==> src/rtl/pc_fetch_ctrl.sv <==
// rtl/pc_fetch_ctrl.sv - fetch sequencer with one outstanding request and a 2-entry fetch buffer; optional PC_ALIGN_CHECK_EN
module pc_fetch_ctrl #(
  parameter logic [31:0] RESET_PC = 32'hBFC0_0000
) (
  input  logic        clk,
  input  logic        reset,
  input  logic        stall,
  input  logic        redirect_valid,
  input  logic [31:0] redirect_pc,
  output logic        ireq_valid,
  output logic [31:0] ireq_addr,
  input  logic        ireq_ready,
  input  logic        iresp_valid,
  input  logic [31:0] iresp_data,
  output logic        out_valid,
  output logic [31:0] out_pc,
  output logic [31:0] out_instruction,
  output logic        out_adel
);

  typedef enum logic {S_REQ, S_WAIT} state_t;

  state_t      state, state_nxt;
  logic [31:0] pc, pc_nxt;
  logic        discard, discard_nxt;
  logic [1:0]  count;
  logic [1:0]  occ_after;
  logic [31:0] buf_pc0, buf_pc1, buf_ins0, buf_ins1;
  logic        push, pop;
  logic [31:0] push_pc, push_ins;
`ifdef PC_ALIGN_CHECK_EN
  logic        halt, halt_nxt;
  logic        adel_pend, adel_pend_nxt;
  logic        push_adel, buf_adel0, buf_adel1;
`endif

  assign ireq_addr       = pc;
  assign out_valid       = (count != 2'd0);
  assign out_pc          = buf_pc0;
  assign out_instruction = buf_ins0;
`ifdef PC_ALIGN_CHECK_EN
  assign out_adel        = buf_adel0;
`else
  assign out_adel        = 1'b0;
`endif

  // A redirect flushes the buffer, so it also suppresses consumption.
  assign pop       = out_valid && !stall && !redirect_valid;
  assign occ_after = count - {1'b0, pop};

  // Control registers: FSM state, fetch pointer, drop-next-response flag.
  always_ff @(posedge clk or negedge reset) begin
    if (!reset) begin
      state     <= S_REQ;
      pc        <= RESET_PC;
      discard   <= 1'b0;
`ifdef PC_ALIGN_CHECK_EN
      halt      <= 1'b0;
      adel_pend <= 1'b0;
`endif
    end else begin
      state     <= state_nxt;
      pc        <= pc_nxt;
      discard   <= discard_nxt;
`ifdef PC_ALIGN_CHECK_EN
      halt      <= halt_nxt;
      adel_pend <= adel_pend_nxt;
`endif
    end
  end

  // Next-state, request issue and buffer push selection.
  always_comb begin
    state_nxt   = state;
    pc_nxt      = pc;
    discard_nxt = discard;
    push        = 1'b0;
    push_pc     = pc;
    push_ins    = iresp_data;
    ireq_valid  = 1'b0;
`ifdef PC_ALIGN_CHECK_EN
    halt_nxt      = halt;
    adel_pend_nxt = adel_pend;
    push_adel     = 1'b0;
`endif
    case (state)
      S_REQ: begin
        // Only request when the response is guaranteed a free slot.
        ireq_valid = reset && (occ_after < 2'd2);
`ifdef PC_ALIGN_CHECK_EN
        if (halt) ireq_valid = 1'b0;
`endif
        if (ireq_valid && ireq_ready) begin
          state_nxt   = S_WAIT;
          discard_nxt = redirect_valid;
        end
      end
      S_WAIT: begin
        if (iresp_valid) begin
          state_nxt   = S_REQ;
          discard_nxt = 1'b0;
          if (!discard && !redirect_valid) begin
            push   = 1'b1;
            pc_nxt = pc + 32'd4;
          end
        end else if (redirect_valid) begin
          discard_nxt = 1'b1;
        end
      end
      default: state_nxt = S_REQ;
    endcase
    if (redirect_valid) begin
`ifdef PC_ALIGN_CHECK_EN
      pc_nxt        = redirect_pc;
      halt_nxt      = (redirect_pc[1:0] != 2'b00);
      adel_pend_nxt = (redirect_pc[1:0] != 2'b00);
`else
      pc_nxt = redirect_pc & ~32'h3;
`endif
    end
`ifdef PC_ALIGN_CHECK_EN
    else if (adel_pend && (occ_after < 2'd2)) begin
      // Any response still in flight is being discarded, so this cannot collide with a fetch push.
      push          = 1'b1;
      push_adel     = 1'b1;
      push_ins      = 32'h0000_0000;
      adel_pend_nxt = 1'b0;
    end
`endif
  end

  // Two-entry in-order buffer; entry 0 is the head.
  always_ff @(posedge clk or negedge reset) begin
    if (!reset) begin
      count     <= 2'd0;
      buf_pc0   <= 32'h0;
      buf_pc1   <= 32'h0;
      buf_ins0  <= 32'h0;
      buf_ins1  <= 32'h0;
`ifdef PC_ALIGN_CHECK_EN
      buf_adel0 <= 1'b0;
      buf_adel1 <= 1'b0;
`endif
    end else if (redirect_valid) begin
      count <= 2'd0;
    end else if (push && pop) begin
      if (count == 2'd1) begin
        buf_pc0   <= push_pc;
        buf_ins0  <= push_ins;
`ifdef PC_ALIGN_CHECK_EN
        buf_adel0 <= push_adel;
`endif
      end else begin
        buf_pc0   <= buf_pc1;
        buf_ins0  <= buf_ins1;
        buf_pc1   <= push_pc;
        buf_ins1  <= push_ins;
`ifdef PC_ALIGN_CHECK_EN
        buf_adel0 <= buf_adel1;
        buf_adel1 <= push_adel;
`endif
      end
    end else if (push) begin
      if (count == 2'd0) begin
        buf_pc0   <= push_pc;
        buf_ins0  <= push_ins;
`ifdef PC_ALIGN_CHECK_EN
        buf_adel0 <= push_adel;
`endif
      end else begin
        buf_pc1   <= push_pc;
        buf_ins1  <= push_ins;
`ifdef PC_ALIGN_CHECK_EN
        buf_adel1 <= push_adel;
`endif
      end
      count <= count + 2'd1;
    end else if (pop) begin
      buf_pc0   <= buf_pc1;
      buf_ins0  <= buf_ins1;
`ifdef PC_ALIGN_CHECK_EN
      buf_adel0 <= buf_adel1;
`endif
      count     <= count - 2'd1;
    end
  end

endmodule
==> config.mk <==
export PLATFORM = sky130hd
export DESIGN_NAME = pc_fetch_ctrl
export DESIGN_NICKNAME = d
export VERILOG_FILES = /design/src/rtl/pc_fetch_ctrl.sv
export SDC_FILE = /design/constraint.sdc
export NUM_CORES = 1
export LEC_CHECK = 0
export CORE_ASPECT_RATIO = 1.75
export CORE_UTILIZATION = 50
export DETAILED_ROUTE_END_ITERATION = 10
export PLACE_DENSITY_LB_ADDON = 0.15
export SLEW_MARGIN = 20
export SYNTH_ARGS = -nofsm -noshare
export SYNTH_HDL_FRONTEND = slang
export SYNTH_SLANG_ARGS = --single-unit
==> constraint.sdc <==
create_clock -name clk -period 2.79 [get_ports clk]
set_input_delay 0.6975 -clock clk [delete_from_list [all_inputs] [get_ports clk]]
set_output_delay 0.6975 -clock clk [all_outputs]
set_load 0.02 [all_outputs]
==> results of run 1 <==
-- worst register-to-register path: cells and delay by family (launching register included) --
| kind | cells | cell delay (ns) |
|---|---|---|
| simple gates | 3 | 1.58 |
| flops | 1 | 0.50 |
| compound gates | 1 | 0.17 |
-- state kept, by name, summed over array words and instances (netlist names) --
| name | cells |
|---|---|
| ireq_addr | 30 |
| buf_ins1 | 32 |
| out_instruction | 32 |
| count | 2 |
| buf_pc1 | 30 |
| state | 1 |
| out_pc | 30 |
| discard | 1 |
-- stage by stage --
step | instance area, um2 | setup TNS (ns) | total power [mW] | worst slack (ns) | cells
detailed placement | 9080 | -0.380 | 7.67 | -0.380 | 957
global route | 9690 | 0 | 10.6 | 0.00611 | 989
CTS | 9670 | 0 | 10.0 | 0.0591 | 988
finish | 9690 | 0 | 9.93 | 0.0855 | 989
global placement | 9080 | -0.382 | 7.48 | -0.382 | 957
floorplan | 7280 | 0 | 5.98 | 0.500 | 646
-- layout by cell type, fill, tap and decap left out, types with 3 or more instances in the layout --
cell and count:
or3_1 6, inv_6 5, nand4_1 11, and3_1 4, nor2_1 78, xnor2_1 7, a21oi_1 62, or4_1 12
and4_1 4, clkbuf_16 17, dfrtp_1 149, a31oi_1 14, ha_1 3, mux2_1 5, dfstp_2 9, clkdlybuf4s50_1 159
and2_1 5, inv_8 3, conb_1 5, nand2_1 20, mux2_2 57, o21ai_0 17, buf_4 15, nand3_1 14
inv_1 6, buf_12 5, xor2_1 8, o31ai_1 11, mux2i_1 64, o211ai_1 3
-- path summary, 6_finish.rpt --
kind | endpoint | slack (ns) | cells after the start
setup / recovery | ireq_valid | 0.09 | 6
hold / removal | buf_ins1[8] | 0.40 | 2
setup reg to reg | ireq_addr[25] | 0.47 | 4
hold reg to reg | buf_pc1[12] | 0.49 | 1
max in group asynchronous | out_pc[30] | 1.72 | 2
min in group clk | buf_pc1[12] | 0.49 | 1
-- metal layers --
layer  up-vias  global-route usage
met5         -                   0
met4         0              0.0811
met3        28              0.0494
met2       151               0.417
met1      2674               0.275
li1       2604                   -
-- cell type report --
class / instances / area, um2 / share of cell area
inverters: 7 / 26.3 / 0.00271
flip-flops and latches: 158 / 3970 / 0.409
repair buffers: 181 / 1830 / 0.189
clock buffers: 17 / 425 / 0.0439
clock inverters: 14 / 170 / 0.0176
well taps: 180 / 225 / 0.0232
multi-input cells: 432 / 3050 / 0.315
-- kinds of logic (layout without fill, tap and decap cells) --
logic type	after synthesis	in the layout
xor gates and xnor gates	15	15
adders and majority gates	3	3
other	1	5
buffers and inverters	56	219
and+or+nand+nor	166	166
AOI/OAI and AO/OA	117	117
muxes	126	126
DFF	158	158
-- where the power goes --
group	total [mW]	internal [mW]	switching, mW
registers	3.82	3.26	0.566
clock network	2.34	1.35	0.988
logic	3.77	1.91	1.86
total	9.93	6.52	3.41
-- what timing repair did --
action / CTS / global route
endpoints found under the setup margin: 1 / 1
pin swaps: 0 / 2
gates resized for setup: 5 / 3
setup buffers: 0 / 1
hold buffers: 0 / 0
==> impl_metrics.csv, run 1 <==
group,metric,value,unit
clock_network,clk-insertion-delay-late,0.42,ns
clock_network,root_buffer,"clkbuf_16",
synthesis,async_flop_share,1.00,
floorplanning,fp.coreArea,0.0143,mm2
global_route,grt_max_degree,161,
sta,final_max_slew_viol_count,0,
detailed_routing,vias,5457,
power,ir_drop,0.599,mV
synthesis,ys_top_cells_by_area,"dfrtp_1 51%, mux2_2 8.8%, mux2i_1 8.8%",
final_layout,finish.utilization,0.678,
synthesis,synth_seq_cells,158,
sta,setup_viol_count_final,0,
clock_network,cts_sinks,158,
setup_path,slowest_delay,0.43,ns
synthesis,synth_top_family_by_area,"multiplexers",
global_route,grt_pass1_wl,27600,um
place,port_buffers,161,
sta,hold_slack,0.396,ns
synthesis,synth_edf_count,0,
synthesis,ys_types,47,
global_route,grt.total_usage,0.234,
synthesis,synth-xor-area-share,0.0181,
final_layout,insertedDiodeCount,0,
synthesis,synth_largest_area_cell,"dfrtp_1",
setup_path,critPathLaunch,"redirect_valid",
min_path,min_path_type,"in -> async",
synthesis,synth_common_cells,"149 x dfrtp_1, 78 x nor2_1, 64 x mux2i_1",
detailed_routing,wl_per_cell,17.0,um
synthesis,synth.top_cell.area_share,0.513,
detailed_routing,drt_pass1_iterations,4,
synthesis,ys.flop_type,"dfrtp_1",
clock_network,cts_buffers,17,
place,dp_hpwl,11500,um
setup_path,critPathKind,"in -> out",
detailed_routing,top_layer,"met4",
synthesis,yosysSeqAreaShare,0.546,
floorplanning,initial_core_util,0.508,
setup_path,crit_family,"buffers and inverters",
detailed_routing,final_antenna_net_count,0,
sta,rsz0062_at_grt,"false",
flow_run,timing.max_cap.violations,0,
setup_path,cp_data_arrival_time,2.01,ns
final_layout,drive_above_1_share,0.156,
floorplanning,die_area,0.0150,mm2
global_route,antenna_found_initial,0,
floorplanning,die_width,93.1,um
sta,max_freq,370,MHz
detailed_routing,drc,0,
sta,clock_skew,0.00981,ns
setup_path,worst_setup_path_start_kind,"input pin",
place,gp_congestion,0.884,
detailed_routing,wl_met3,791,um
setup_path,critPathSlowestCell,"clkdlybuf4s50_1",
synthesis,synth_compound_area_frac,0.0947,
clock_network,clockBufferDepth,2,
detailed_routing,wl_met1,6790,um
final_layout,fin_nets,870,
synthesis,syn_area,0.00727,mm2
synthesis,synth_most_common_cell,"dfrtp_1",
synthesis,synthSimpleGateAreaFrac,0.112,
setup_path,crit_fanout,2,
clock_network,clkTransAtPathRegs,0.07,ns
detailed_routing,dr_wl_met2,8850,um
setup_path,crit_path_cell_trace,"clkdlybuf4s50_1 -> nor4_2 -> buf_4 -> xnor2_1 -> and3_1 -> buf_6",
synthesis,synth.avg_cell_area,11.3,um2
detailed_routing,vias_per_cell,5.52,
global_route,first_global_vias,5703,
sta,worst_slew_pin_slew,0.864,ns
detailed_routing,drt_iter0_markers,243,
sta,hold_viol,0,
sta,finalCritPeriodShare,0.969,
final_layout,area_delta_synth_final,33.3,%
setup_path,path_buf_inv,3,
setup_path,endpoint_kind,"output pin",
floorplanning,rows,58,
sta,layout_min_cycle_time,2.70,ns
power,p_leak,3.93,nW
sta,max_slew_margin,0.424,
setup_path,required,2.09,ns
synthesis,synth_cells,642,
detailed_routing,wirelength,16800,um
synthesis,synthMuxAreaShare,0.184,
setup_path,r2r-start,"ireq_addr[4]",
status,status,"completed",
synthesis,synthAdderAreaFrac,0.00516,
clock_network,htreeDepth,4,
final_layout,fillerInstances,1099,
power,power.density,1030,mW/mm2
clock_network,cts_tree,"yes",
global_route,grt_overflow,0,
floorplanning,top_level_ports,169,
synthesis,synth_warnings,0,
floorplanning,die_h,161,um
Power figures use the tool's default switching activity.
==> run 2: changes to the inputs <==
--- a/config.mk
+++ b/config.mk
@@ -6,9 +6,11 @@
 export NUM_CORES = 1
 export LEC_CHECK = 0
 export CORE_ASPECT_RATIO = 1.75
-export CORE_UTILIZATION = 50
+export CORE_UTILIZATION = 55
 export DETAILED_ROUTE_END_ITERATION = 10
+export DONT_BUFFER_PORTS = 1
 export PLACE_DENSITY_LB_ADDON = 0.15
+export SKIP_LAST_GASP = 1
 export SLEW_MARGIN = 20
 export SYNTH_ARGS = -nofsm -noshare
 export SYNTH_HDL_FRONTEND = slang
==> impl_metrics.csv, run 2 (synthesis results as in run 1) <==
group,metric,value,unit
status,status,"completed",
final_layout,final_cells,816,
floorplanning,die_area,0.0137,mm2
setup_path,crit_family,"simple AND/OR/NAND/NOR gates",
sta,final_max_slew_viol_count,0,
global_route,grt_pass1_wl,24000,um
global_route,antenna_found_initial,0,
final_layout,fin_nets,705,
detailed_routing,drt_iter0_markers,209,
clock_network,clkTransAtPathRegs,0.07,ns
final_layout,area_delta_synth_final,10.9,%
setup_path,endpoint_kind,"output pin",
setup_path,r2r-start,"ireq_addr[12]",
place,port_buffers,0,
setup_path,required,2.09,ns
setup_path,worst_r2r_endpoint,"ireq_addr[25]",
clock_network,htreeDepth,4,
place,gp_congestion,0.777,
global_route,first_global_vias,4894,
final_layout,drive_above_1_share,0.188,
power,ir_drop,0.521,mV
clock_network,clockBufferDepth,2,
detailed_routing,vias,4848,
floorplanning,top_level_ports,169,
setup_path,worst_setup_path_start_kind,"register",
sta,layout_min_cycle_time,2.71,ns
setup_path,path_buf_inv,1,
place,placedCellCount,780,
setup_path,slowest_delay,0.42,ns
floorplanning,die_h,154,um
floorplanning,die_width,88.9,um
clock_network,cts_buffers,17,
detailed_routing,wl_per_cell,19.2,um
clock_network,root_buffer,"clkbuf_16",
floorplanning,rows,55,
power,power.density,1090,mW/mm2
sta,hold_viol,0,
clock_network,cts_tree,"yes",
min_path,min_path_type,"in -> async",
setup_path,critPathSlowestCell,"dfrtp_1",
detailed_routing,drt_pass1_iterations,4,
global_route,grt_max_degree,162,
setup_path,crit_path_cell_trace,"inv_1 -> ha_2 -> nor4_4 -> xnor2_1 -> and3_2",
floorplanning,fp.coreArea,0.0129,mm2
final_layout,finish.utilization,0.623,
flow_run,timing.max_cap.violations,0,
global_route,grt.total_usage,0.230,
place,dp_hpwl,10400,um
sta,clock_skew,0.0126,ns
final_layout,finalInstanceArea,0.00806,mm2
sta,hold_slack,0.133,ns
setup_path,crit_fanout,6,
detailed_routing,wirelength,15700,um
setup_path,reg2reg_depth,4,
global_route,grt_overflow,0,
detailed_routing,vias_per_cell,5.94,
final_layout,layout_commonest_cell,"dfrtp_1",
setup_path,rrSetupSlack,0.52,ns
setup_path,critPathKind,"reg -> out",
place,place_area,0.00737,mm2
final_layout,final_cell_mix,"149 x dfrtp_1, 78 x nor2_1, 64 x mux2i_1",
final_layout,insertedDiodeCount,0,
floorplanning,initial_core_util,0.562,
clock_network,cts_sinks,158,
sta,setup_viol_count_final,0,
setup_path,cp_data_arrival_time,2.01,ns
detailed_routing,drc,0,
clock_network,clk-insertion-delay-late,0.41,ns
sta,finalCritPeriodShare,0.972,
sta,max_freq,369,MHz
power,p_leak,3.27,nW
detailed_routing,final_antenna_net_count,0,
-- run 2: cell count changes in the layout (fill, tap and decap cells not counted), sizes merged --
| cell | before | now |
|---|---|---|
| buf | 22 | 16 |
| clkbuf | 17 | 19 |
| clkdlybuf4s50 | 159 | 0 |
| clkinv | 2 | 1 |
| clkinvlp | 2 | 5 |
| inv | 15 | 12 |
-- run 2: timing repair --
action | CTS | global route
setup endpoints to repair | 1 | 1
buffers inserted | 0 | 2
endpoints found under the hold margin | 149 | 61
pin swaps | 0 | 1
gates resized for setup | 2 | 2
-- run 2: worst max-delay path by stage --
stage	cells after the start	startpoint	slack, ns	end
6_report	5	count[1]	0.08	ireq_valid
4_1_cts	5	count[1]	0.01	ireq_valid
3_5_place_dp	5	count[1]	0.29	ireq_valid
3_3_place_gp	5	count[1]	0.39	ireq_valid
5_1_grt	5	count[1]	-0.002	ireq_valid
2_1_floorplan	3	stall	0.50	ireq_valid
-- run 2: metrics by stage --
stage,setup TNS [ns],power (mW),setup slack (ns)
detailed placement,0,6.46,0.287
finish,0,8.82,0.0792
global route,-0.00191,9.35,-0.00191
global placement,0,6.29,0.394
floorplan,0,5.98,0.500
CTS,0,8.82,0.0130
-- run 2: worst reg2reg max path, stage by stage, from the launching register on --
cell and delay (ns):
dfrtp_1 0.58, and4_1 0.36, nand4_2 0.42, or4_1 0.64, a31oi_1 0.19
-- run 2: final cells by class --
class	instances	area, um2
clock buffer	19	443
clock inverter	13	155
fill	1067	4880
inverter	7	26.3
multi-input combinational	432	3060
sequential	158	3970
tap	171	214
timing repair buffer	16	198
-- run 2: routing by layer --
layer  wire [um]  track usage
met4         329       0.0868
met2        8190        0.397
met3        1050       0.0660
met5           0            0
met1        6130        0.262
-- run 2: where the power goes --
group / switching [mW] / total, mW / internal (mW)
Clock: 0.972 / 2.34 / 1.37
Combinational: 0.986 / 1.96 / 0.970
Sequential: 1.28 / 4.53 / 3.25
Total: 3.24 / 8.82 / 5.59
